## config.mk

```make
export PLATFORM = sky130hd
export DESIGN_NAME = alu_cmd_controller_flat
export DESIGN_NICKNAME = d
export VERILOG_FILES = /design/src/rtl/alu_ctrl_pkg.sv /design/src/rtl/alu_cmd_controller_if.sv /design/src/rtl/alu_cmd_controller_regfile.sv /design/src/rtl/alu_cmd_controller.sv /design/src/flat_wrapper.sv
export SDC_FILE = /design/constraint.sdc
export NUM_CORES = 1
export LEC_CHECK = 0
export CORE_ASPECT_RATIO = 1.25
export CORE_UTILIZATION = 25
export CTS_BUF_LIST = sky130_fd_sc_hd__clkbuf_16
export CTS_CLUSTER_DIAMETER = 200
export DETAILED_ROUTE_END_ITERATION = 8
export HOLD_SLACK_MARGIN = 0.12
export PLACE_DENSITY = 0.45
export SETUP_SLACK_MARGIN = 0.1
export SKIP_LAST_GASP = 1
export SYNTH_ARGS = -nofsm -noshare
export SYNTH_HDL_FRONTEND = slang
export SYNTH_HIERARCHICAL = 1
export SYNTH_SLANG_ARGS = --single-unit
```

## constraint.sdc

```tcl
create_clock -name clk -period 2.6 [get_ports clk]
set_input_delay 0.26 -clock clk [delete_from_list [all_inputs] [get_ports clk]]
set_output_delay 0.26 -clock clk [all_outputs]
set_load 0.03 [all_outputs]
```

## src/rtl/alu_ctrl_pkg.sv

```systemverilog
// Shared opcode constants, controller state encoding and command field extraction
// for the ALU command controller.
package alu_ctrl_pkg;

    localparam logic [2:0] OP_LOADI = 3'b110;
    localparam logic [2:0] OP_HALT  = 3'b111;

    typedef enum logic [1:0] {
        ST_IDLE   = 2'd0,
        ST_ISSUE  = 2'd1,
        ST_WAIT   = 2'd2,
        ST_HALTED = 2'd3
    } ctrl_state_t;

    // Extracts a w-bit field starting at bit lsb; callers cast to their field width.
    function automatic logic [31:0] cmd_field(input logic [63:0] cmd,
                                              input int unsigned lsb,
                                              input int unsigned w);
        logic [63:0] mask;
        mask = (64'd1 << w) - 64'd1;
        return 32'((cmd >> lsb) & mask);
    endfunction

endpackage

```

## src/rtl/alu_cmd_controller_if.sv

```systemverilog
// Command and ALU handshake bundle; the controller uses the slave modport, the
// command source / ALU side uses the master modport.
interface alu_cmd_controller_if #(
    parameter int DATA_W = 32,
    parameter int ADDR_W = 3,
    parameter int OP_W   = 3
);
    localparam int CMD_W = OP_W + 3 * ADDR_W;

    logic              cmd_valid;
    logic              cmd_ready;
    logic [CMD_W-1:0]  cmd;
    logic              alu_valid;
    logic              alu_ready;
    logic [OP_W-1:0]   alu_op;
    logic [DATA_W-1:0] alu_a;
    logic [DATA_W-1:0] alu_b;
    logic              res_valid;
    logic [DATA_W-1:0] res_data;

    modport master (
        output cmd_valid, cmd, alu_ready, res_valid, res_data,
        input  cmd_ready, alu_valid, alu_op, alu_a, alu_b
    );

    modport slave (
        input  cmd_valid, cmd, alu_ready, res_valid, res_data,
        output cmd_ready, alu_valid, alu_op, alu_a, alu_b
    );
endinterface

```

## src/rtl/alu_cmd_controller_regfile.sv

```systemverilog
// Register file: one synchronous write port, three combinational read ports,
// every entry cleared by the asynchronous reset.
module ctrl_regfile #(
    parameter int DATA_W = 32,
    parameter int ADDR_W = 3
) (
    input  logic              clk,
    input  logic              rst_n,
    input  logic              i_we,
    input  logic [ADDR_W-1:0] i_waddr,
    input  logic [DATA_W-1:0] i_wdata,
    input  logic [ADDR_W-1:0] i_raddr1,
    input  logic [ADDR_W-1:0] i_raddr2,
    input  logic [ADDR_W-1:0] i_raddr3,
    output logic [DATA_W-1:0] o_rdata1,
    output logic [DATA_W-1:0] o_rdata2,
    output logic [DATA_W-1:0] o_rdata3
);
    localparam int NREGS = 2 ** ADDR_W;

    logic [DATA_W-1:0] r_mem [NREGS];

    always_ff @(posedge clk or negedge rst_n) begin
        if (!rst_n) begin
            for (int i = 0; i < NREGS; i++) r_mem[i] <= '0;
        end else if (i_we) begin
            r_mem[i_waddr] <= i_wdata;
        end
    end

    assign o_rdata1 = r_mem[i_raddr1];
    assign o_rdata2 = r_mem[i_raddr2];
    assign o_rdata3 = r_mem[i_raddr3];
endmodule

```

## src/rtl/alu_cmd_controller.sv

```systemverilog
// Command controller: decodes packed commands, issues register operands to the ALU
// and writes results (or load-immediates) back; HALT is sticky until reset.
module alu_cmd_controller
    import alu_ctrl_pkg::*;
#(
    parameter int DATA_W = 32,
    parameter int ADDR_W = 3,
    parameter int OP_W   = 3,
    parameter int CNT_W  = 16
) (
    input  logic                  clk,
    input  logic                  rst_n,
    alu_cmd_controller_if.slave   bus,
    output logic                  busy,
    output logic                  halted,
    output logic [CNT_W-1:0]      instr_count,
    input  logic [ADDR_W-1:0]     dbg_addr,
    output logic [DATA_W-1:0]     dbg_data
);
    localparam int CMD_W = OP_W + 3 * ADDR_W;

    ctrl_state_t       r_state;
    logic              r_cmd_ready;
    logic              r_alu_valid;
    logic              r_busy;
    logic              r_halted;
    logic [OP_W-1:0]   r_op;
    logic [DATA_W-1:0] r_a;
    logic [DATA_W-1:0] r_b;
    logic [ADDR_W-1:0] r_dst;
    logic [CNT_W-1:0]  r_instr_count;

    logic [63:0]       w_cmd64;
    logic [OP_W-1:0]   w_op;
    logic [ADDR_W-1:0] w_src1;
    logic [ADDR_W-1:0] w_src2;
    logic [ADDR_W-1:0] w_dst;
    logic              w_accept;
    logic              w_is_loadi;
    logic              w_is_halt;
    logic              w_we;
    logic [ADDR_W-1:0] w_waddr;
    logic [DATA_W-1:0] w_wdata;
    logic [DATA_W-1:0] w_rd1;
    logic [DATA_W-1:0] w_rd2;

    assign w_cmd64 = 64'(bus.cmd);
    assign w_op    = OP_W'(cmd_field(w_cmd64, 3 * ADDR_W, OP_W));
    assign w_src1  = ADDR_W'(cmd_field(w_cmd64, 2 * ADDR_W, ADDR_W));
    assign w_src2  = ADDR_W'(cmd_field(w_cmd64, ADDR_W, ADDR_W));
    assign w_dst   = ADDR_W'(cmd_field(w_cmd64, 0, ADDR_W));

    assign w_accept   = (r_state == ST_IDLE) && bus.cmd_valid && r_cmd_ready;
    assign w_is_loadi = (w_op == OP_W'(OP_LOADI));
    assign w_is_halt  = (w_op == OP_W'(OP_HALT));

    // LOADI writes at the accept edge; ALU results write at the end of WAIT.
    always_comb begin
        w_we    = 1'b0;
        w_waddr = w_dst;
        w_wdata = DATA_W'({w_src1, w_src2});
        if (w_accept && w_is_loadi) begin
            w_we = 1'b1;
        end else if (r_state == ST_WAIT && bus.res_valid) begin
            w_we    = 1'b1;
            w_waddr = r_dst;
            w_wdata = bus.res_data;
        end
    end

    ctrl_regfile #(
        .DATA_W (DATA_W),
        .ADDR_W (ADDR_W)
    ) u_regfile (
        .clk      (clk),
        .rst_n    (rst_n),
        .i_we     (w_we),
        .i_waddr  (w_waddr),
        .i_wdata  (w_wdata),
        .i_raddr1 (w_src1),
        .i_raddr2 (w_src2),
        .i_raddr3 (dbg_addr),
        .o_rdata1 (w_rd1),
        .o_rdata2 (w_rd2),
        .o_rdata3 (dbg_data)
    );

    always_ff @(posedge clk or negedge rst_n) begin
        if (!rst_n) begin
            r_state       <= ST_IDLE;
            r_cmd_ready   <= 1'b1;
            r_alu_valid   <= 1'b0;
            r_busy        <= 1'b0;
            r_halted      <= 1'b0;
            r_op          <= '0;
            r_a           <= '0;
            r_b           <= '0;
            r_dst         <= '0;
            r_instr_count <= '0;
        end else begin
            case (r_state)
                ST_IDLE: begin
                    if (w_accept) begin
                        if (w_is_halt) begin
                            r_state       <= ST_HALTED;
                            r_cmd_ready   <= 1'b0;
                            r_halted      <= 1'b1;
                            r_instr_count <= r_instr_count + CNT_W'(1);
                        end else if (w_is_loadi) begin
                            r_instr_count <= r_instr_count + CNT_W'(1);
                        end else begin
                            r_state     <= ST_ISSUE;
                            r_cmd_ready <= 1'b0;
                            r_alu_valid <= 1'b1;
                            r_busy      <= 1'b1;
                            r_op        <= w_op;
                            r_a         <= w_rd1;
                            r_b         <= w_rd2;
                            r_dst       <= w_dst;
                        end
                    end
                end
                ST_ISSUE: begin
                    if (bus.alu_ready) begin
                        r_state     <= ST_WAIT;
                        r_alu_valid <= 1'b0;
                    end
                end
                ST_WAIT: begin
                    if (bus.res_valid) begin
                        r_state       <= ST_IDLE;
                        r_cmd_ready   <= 1'b1;
                        r_busy        <= 1'b0;
                        r_instr_count <= r_instr_count + CNT_W'(1);
                    end
                end
                ST_HALTED: begin
                    r_state <= ST_HALTED;
                end
                default: begin
                    r_state     <= ST_IDLE;
                    r_cmd_ready <= 1'b1;
                    r_alu_valid <= 1'b0;
                    r_busy      <= 1'b0;
                end
            endcase
        end
    end

    assign bus.cmd_ready = r_cmd_ready;
    assign bus.alu_valid = r_alu_valid;
    assign bus.alu_op    = r_op;
    assign bus.alu_a     = r_a;
    assign bus.alu_b     = r_b;
    assign busy          = r_busy;
    assign halted        = r_halted;
    assign instr_count   = r_instr_count;
endmodule

```

## src/flat_wrapper.sv

```systemverilog
// flat-port wrapper written by rule: the top's interface ports become plain ports
module alu_cmd_controller_flat import alu_ctrl_pkg::*;
#(
    parameter int DATA_W = 32,
    parameter int ADDR_W = 3,
    parameter int OP_W   = 3,
    parameter int CNT_W  = 16
)
  (clk, rst_n, busy, halted, instr_count, dbg_addr, dbg_data, bus_cmd_valid, bus_cmd, bus_alu_ready, bus_res_valid, bus_res_data, bus_cmd_ready, bus_alu_valid, bus_alu_op, bus_alu_a, bus_alu_b);
  alu_cmd_controller_if #(.DATA_W(DATA_W), .ADDR_W(ADDR_W), .OP_W(OP_W)) bus_i ();
  input  logic clk;
  input  logic rst_n;
  output logic busy;
  output logic halted;
  output logic [CNT_W-1:0] instr_count;
  input  logic [ADDR_W-1:0] dbg_addr;
  output logic [DATA_W-1:0] dbg_data;
  input wire logic [$bits(bus_i.cmd_valid)-1:0] bus_cmd_valid;
  input wire logic [$bits(bus_i.cmd)-1:0] bus_cmd;
  input wire logic [$bits(bus_i.alu_ready)-1:0] bus_alu_ready;
  input wire logic [$bits(bus_i.res_valid)-1:0] bus_res_valid;
  input wire logic [$bits(bus_i.res_data)-1:0] bus_res_data;
  output wire logic [$bits(bus_i.cmd_ready)-1:0] bus_cmd_ready;
  output wire logic [$bits(bus_i.alu_valid)-1:0] bus_alu_valid;
  output wire logic [$bits(bus_i.alu_op)-1:0] bus_alu_op;
  output wire logic [$bits(bus_i.alu_a)-1:0] bus_alu_a;
  output wire logic [$bits(bus_i.alu_b)-1:0] bus_alu_b;
  assign bus_i.cmd_valid = bus_cmd_valid;
  assign bus_i.cmd = bus_cmd;
  assign bus_i.alu_ready = bus_alu_ready;
  assign bus_i.res_valid = bus_res_valid;
  assign bus_i.res_data = bus_res_data;
  assign bus_cmd_ready = bus_i.cmd_ready;
  assign bus_alu_valid = bus_i.alu_valid;
  assign bus_alu_op = bus_i.alu_op;
  assign bus_alu_a = bus_i.alu_a;
  assign bus_alu_b = bus_i.alu_b;
  alu_cmd_controller #(.DATA_W(DATA_W), .ADDR_W(ADDR_W), .OP_W(OP_W), .CNT_W(CNT_W)) u_core (.clk(clk), .rst_n(rst_n), .bus(bus_i), .busy(busy), .halted(halted), .instr_count(instr_count), .dbg_addr(dbg_addr), .dbg_data(dbg_data));
endmodule
```

==> impl_results.md <==
* Mapped Area at 19830 µm²
* Routability cong. at 0.7560
* Congestion Overflow GR at 0
* CTS tree: yes
* Worst slew margin at 60.96%
* DR pass1 iterations at 4
* RSZ-0062 raised after global routing: yes
* First-pass GRT wire length at 93440 µm
* Largest net degree at the start of global routing at 71
* CTS H-tree lvls at 2
* Die Y-Extent at 316.9 µm
* Rows at 115
* Clock Tree Buf Depth at 3
* Fillcell total at 7630
* Outcome: finished, violations left
* Sequential Area at 8710 µm²
* Worst-Skew Late Latency at 0.58 ns
* Syn_area_per_cell at 16.72 µm²
* Worst Reg-to-Reg Cells at 12
* Routed Antenna Nets at 0
* First DRT Iteration DRCs at 711
* Clock root buffer: clkbuf_16
* Final TNS setup at -3.226 ns
* Clock slew at reported path FFs at 0.06 ns
* Critical path required time at 3.06 ns
* Leakage at 12.41 nW
* Worst Setup Start Kind: flop
* Area of the multi-input gates at 11380 µm²
* Initial antenna violation count at 1
* Syn nets at 1244
* Power per cell area at 784.5 nW/µm²
* Fmax at 373.2 MHz
* Flop and latch count out of synthesis at 348
* IO Count at 171
* Slew Viols, Final at 0
* DR vias at 12470
* FF-to-FF End: u_core/u_regfile/r_mem[242]
* Setup slack, reg-to-reg at -0.08 ns
* MaxCap Viol Count at 0
* Share of cells above drive strength 1 at 50.54%
* Setup Slack @ Placement at -0.2462 ns
* Type of the worst min-delay path: in -> async
* GRT Resource Usage Total at 15.86%
* Vias/cell at 4.941
* Tmin final at 2.680 ns
* Crit path capture: u_core/u_regfile/r_mem[242]
* Post-Synthesis Cells at 1186
* IR drop worst, VDD at 378.6 µV
* Setup ws final at -0.07963 ns
* Crit Reg-Reg Startpoint: u_core/r_state[0]
* Final Setup Violations at 111
* Nets at 1494
* Worst setup path startpoint: u_core/r_state[0]
* Crit path max fanout at 6
* Commonest non-fill, non-tap cell in the layout: dfrtp_1
* Crit Path Category: reg -> reg
* Yosys synthesis warning count at 6
* Drt total wl at 65260 µm
* Most frequent cells in the layout: dfrtp_1 (347), mux2_4 (222), mux2_2 (209), clkdlybuf4s50_1 (128), mux4_1 (120)
* Failing checks: negative setup slack
* Core area at 78560 µm²
* CP endpoint kind: flop
* Seq/Total Area, Yosys at 43.93%
* WL/cell at 25.87 µm
* Crit path DAT at 3.14 ns
* Area growth from synthesis to layout at 33.22%
* CTS Buf Count at 41
* I/O Buffers at 170
* DP HPWL at 40860 µm
* Worst-Margin Slew at 0.5856 ns
* Hold Vio Cnt, Final at 0
* Die width at 253.9 µm
* Post-synthesis cell type count at 44
* CTS Sinks at 348
* DRC Markers at 0
* Vias in the first global route at 13320
* Initial Util at 25.24%
* Setup Skew at 0.01823 ns
* Die area at 80450 µm²
* Period utilisation layout at 103.1%
power breakdown:
| group | total [mW] | leakage, nW | internal [mW] | switching [mW] |
|---|---|---|---|---|
| clock network | 5.70 | 0.673 | 3.28 | 2.42 |
| registers | 7.81 | 4.75 | 6.66 | 1.15 |
| logic | 7.21 | 6.98 | 4.16 | 3.05 |
| total | 20.7 | 12.4 | 14.1 | 6.61 |
worst min path at each step:
stage	cells after the start	endpoint	from
detailed placement	1	u_core/bus.alu_a[28]	rst_n
floorplan	0	u_core/bus.alu_a[0]	rst_n
CTS	2	u_core/bus.alu_a[28]	rst_n
global route	2	u_core/bus.alu_a[28]	rst_n
finish	2	u_core/bus.alu_a[28]	rst_n
global placement	1	u_core/bus.alu_a[28]	rst_n
repair_timing:
item / in CTS / in global routing
hold endpoints to repair: 347 / 0
hold buffers: 1 / 0
setup endpoints to repair: 269 / 257
gates cloned: 13 / 7
pin swaps: 6 / 5
resized for setup: 162 / 133
setup buffers: 20 / 5
layer usage:
layer,GRT usage (%),wire length (µm),up-vias,share of wire (%)
li1,-,-,5267,-
met1,21.22,29170,6796,45
met2,26.42,31740,314,49
met3,2.554,2569,90,3.9
met4,4.545,1779,0,2.7
met5,0,0,-,0
logic make-up after synthesis:
logic type	Yosys count	share of synthesized area (%)
AO/OA/AOI/OAI	12	0.4607
buffers and inverters	102	3.288
AND/OR/NAND/NOR	77	2.531
multiplexers	626	48.75
flip-flops	348	43.93
XOR/XNOR	15	0.6626
adder cells (fa/ha/maj)	6	0.3786
Yosys cell counts:
| master | number | area, µm² |
|---|---|---|
| nor3_2 | 1 | 10.01 |
| nor3_1 | 2 | 10.01 |
| xnor2_1 | 13 | 113.9 |
| a2111oi_2 | 1 | 15.01 |
| o21bai_1 | 1 | 7.510 |
| dfstp_2 | 1 | 26.28 |
| o31ai_1 | 1 | 7.510 |
| a21bo_2 | 1 | 10.01 |
| nand2_1 | 5 | 18.77 |
| buf_2 | 31 | 155.2 |
| nor2_1 | 10 | 37.54 |
| mux2_4 | 2 | 30.03 |
| a21oi_1 | 2 | 10.01 |
| nor2_2 | 1 | 6.260 |
| a21oi_2 | 1 | 8.760 |
| mux2_1 | 9 | 101.4 |
| nand3_2 | 1 | 10.01 |
| nor3b_1 | 2 | 15.01 |
| and3_1 | 4 | 25.02 |
| mux2i_1 | 2 | 20.02 |
| inv_1 | 5 | 18.77 |
| mux2_2 | 421 | 4741 |
| and2_1 | 26 | 162.7 |
| clkbuf_1 | 11 | 41.29 |
| nand4b_1 | 3 | 26.28 |
| ha_1 | 6 | 75.07 |
| and4_1 | 2 | 17.52 |
| buf_6 | 21 | 236.5 |
| nor2b_1 | 1 | 6.260 |
| nor4b_4 | 2 | 47.55 |
| nand4_1 | 6 | 37.54 |
| clkbuf_2 | 4 | 20.02 |
| mux4_1 | 120 | 3153 |
| a31oi_1 | 1 | 6.260 |
| buf_4 | 18 | 135.1 |
| dfrtp_1 | 347 | 8683 |
| buf_1 | 12 | 45.04 |
| o21ai_0 | 3 | 15.01 |
| a21boi_2 | 1 | 11.26 |
| mux4_2 | 72 | 1622 |
| nand3_1 | 7 | 35.03 |
| xor2_1 | 2 | 17.52 |
| or2_1 | 1 | 6.260 |
| nor4bb_1 | 3 | 30.03 |
worst max-delay path: stages (launching register included):
cell	delay (ns)
dfrtp_1	0.39
inv_2	0.10
ha_4	0.17
nand3_4	0.09
nor3_4	0.16
nor2_4	0.06
buf_12	0.14
mux2_4	0.36
buf_6	0.14
nor4b_4	0.26
buf_6	0.19
buf_12	0.15
mux2_2	0.33
cell type report:
cell class | instances | share of cell area [%]
inverter | 5 | 0.07105
clock buffer | 43 | 4.074
clock inverter | 32 | 0.8621
antenna | 2 | 0.01895
multi-input combinational | 736 | 43.10
tap | 1053 | 4.988
sequential | 348 | 32.97
timing repair buffer | 304 | 13.92
sequential cells by signal, summed over array words and instances (netlist names):
register,flops
u_core/u_regfile/r_mem,256
u_core/busy,1
u_core/bus.alu_b,32
u_core/halted,1
u_core/instr_count,16
u_core/bus.alu_a,32
u_core/r_dst,3
u_core/bus.alu_valid,1
u_core/bus.cmd_ready,1
u_core/bus.alu_op,3
u_core/r_state,2
per-stage QoR:
| stage | cell area (µm²) | hold slack [ns] | power [mW] | utilization (%) | instances |
|---|---|---|---|---|---|
| after floorplan | 19920 | -0.03559 | 11.81 | - | 1186 |
| after global placement | 23410 | 0.2208 | 14.20 | 29.80 | 2403 |
| after detailed placement | 23410 | 0.2242 | 14.32 | 29.80 | 2403 |
| after CTS | 25750 | 0.1911 | 20.67 | 32.77 | 2512 |
| after global routing | 26410 | 0.2269 | 21.78 | 33.62 | 2521 |
| final | 26410 | 0.1890 | 20.72 | 33.62 | 2523 |
(Power assumes the default switching activity.)
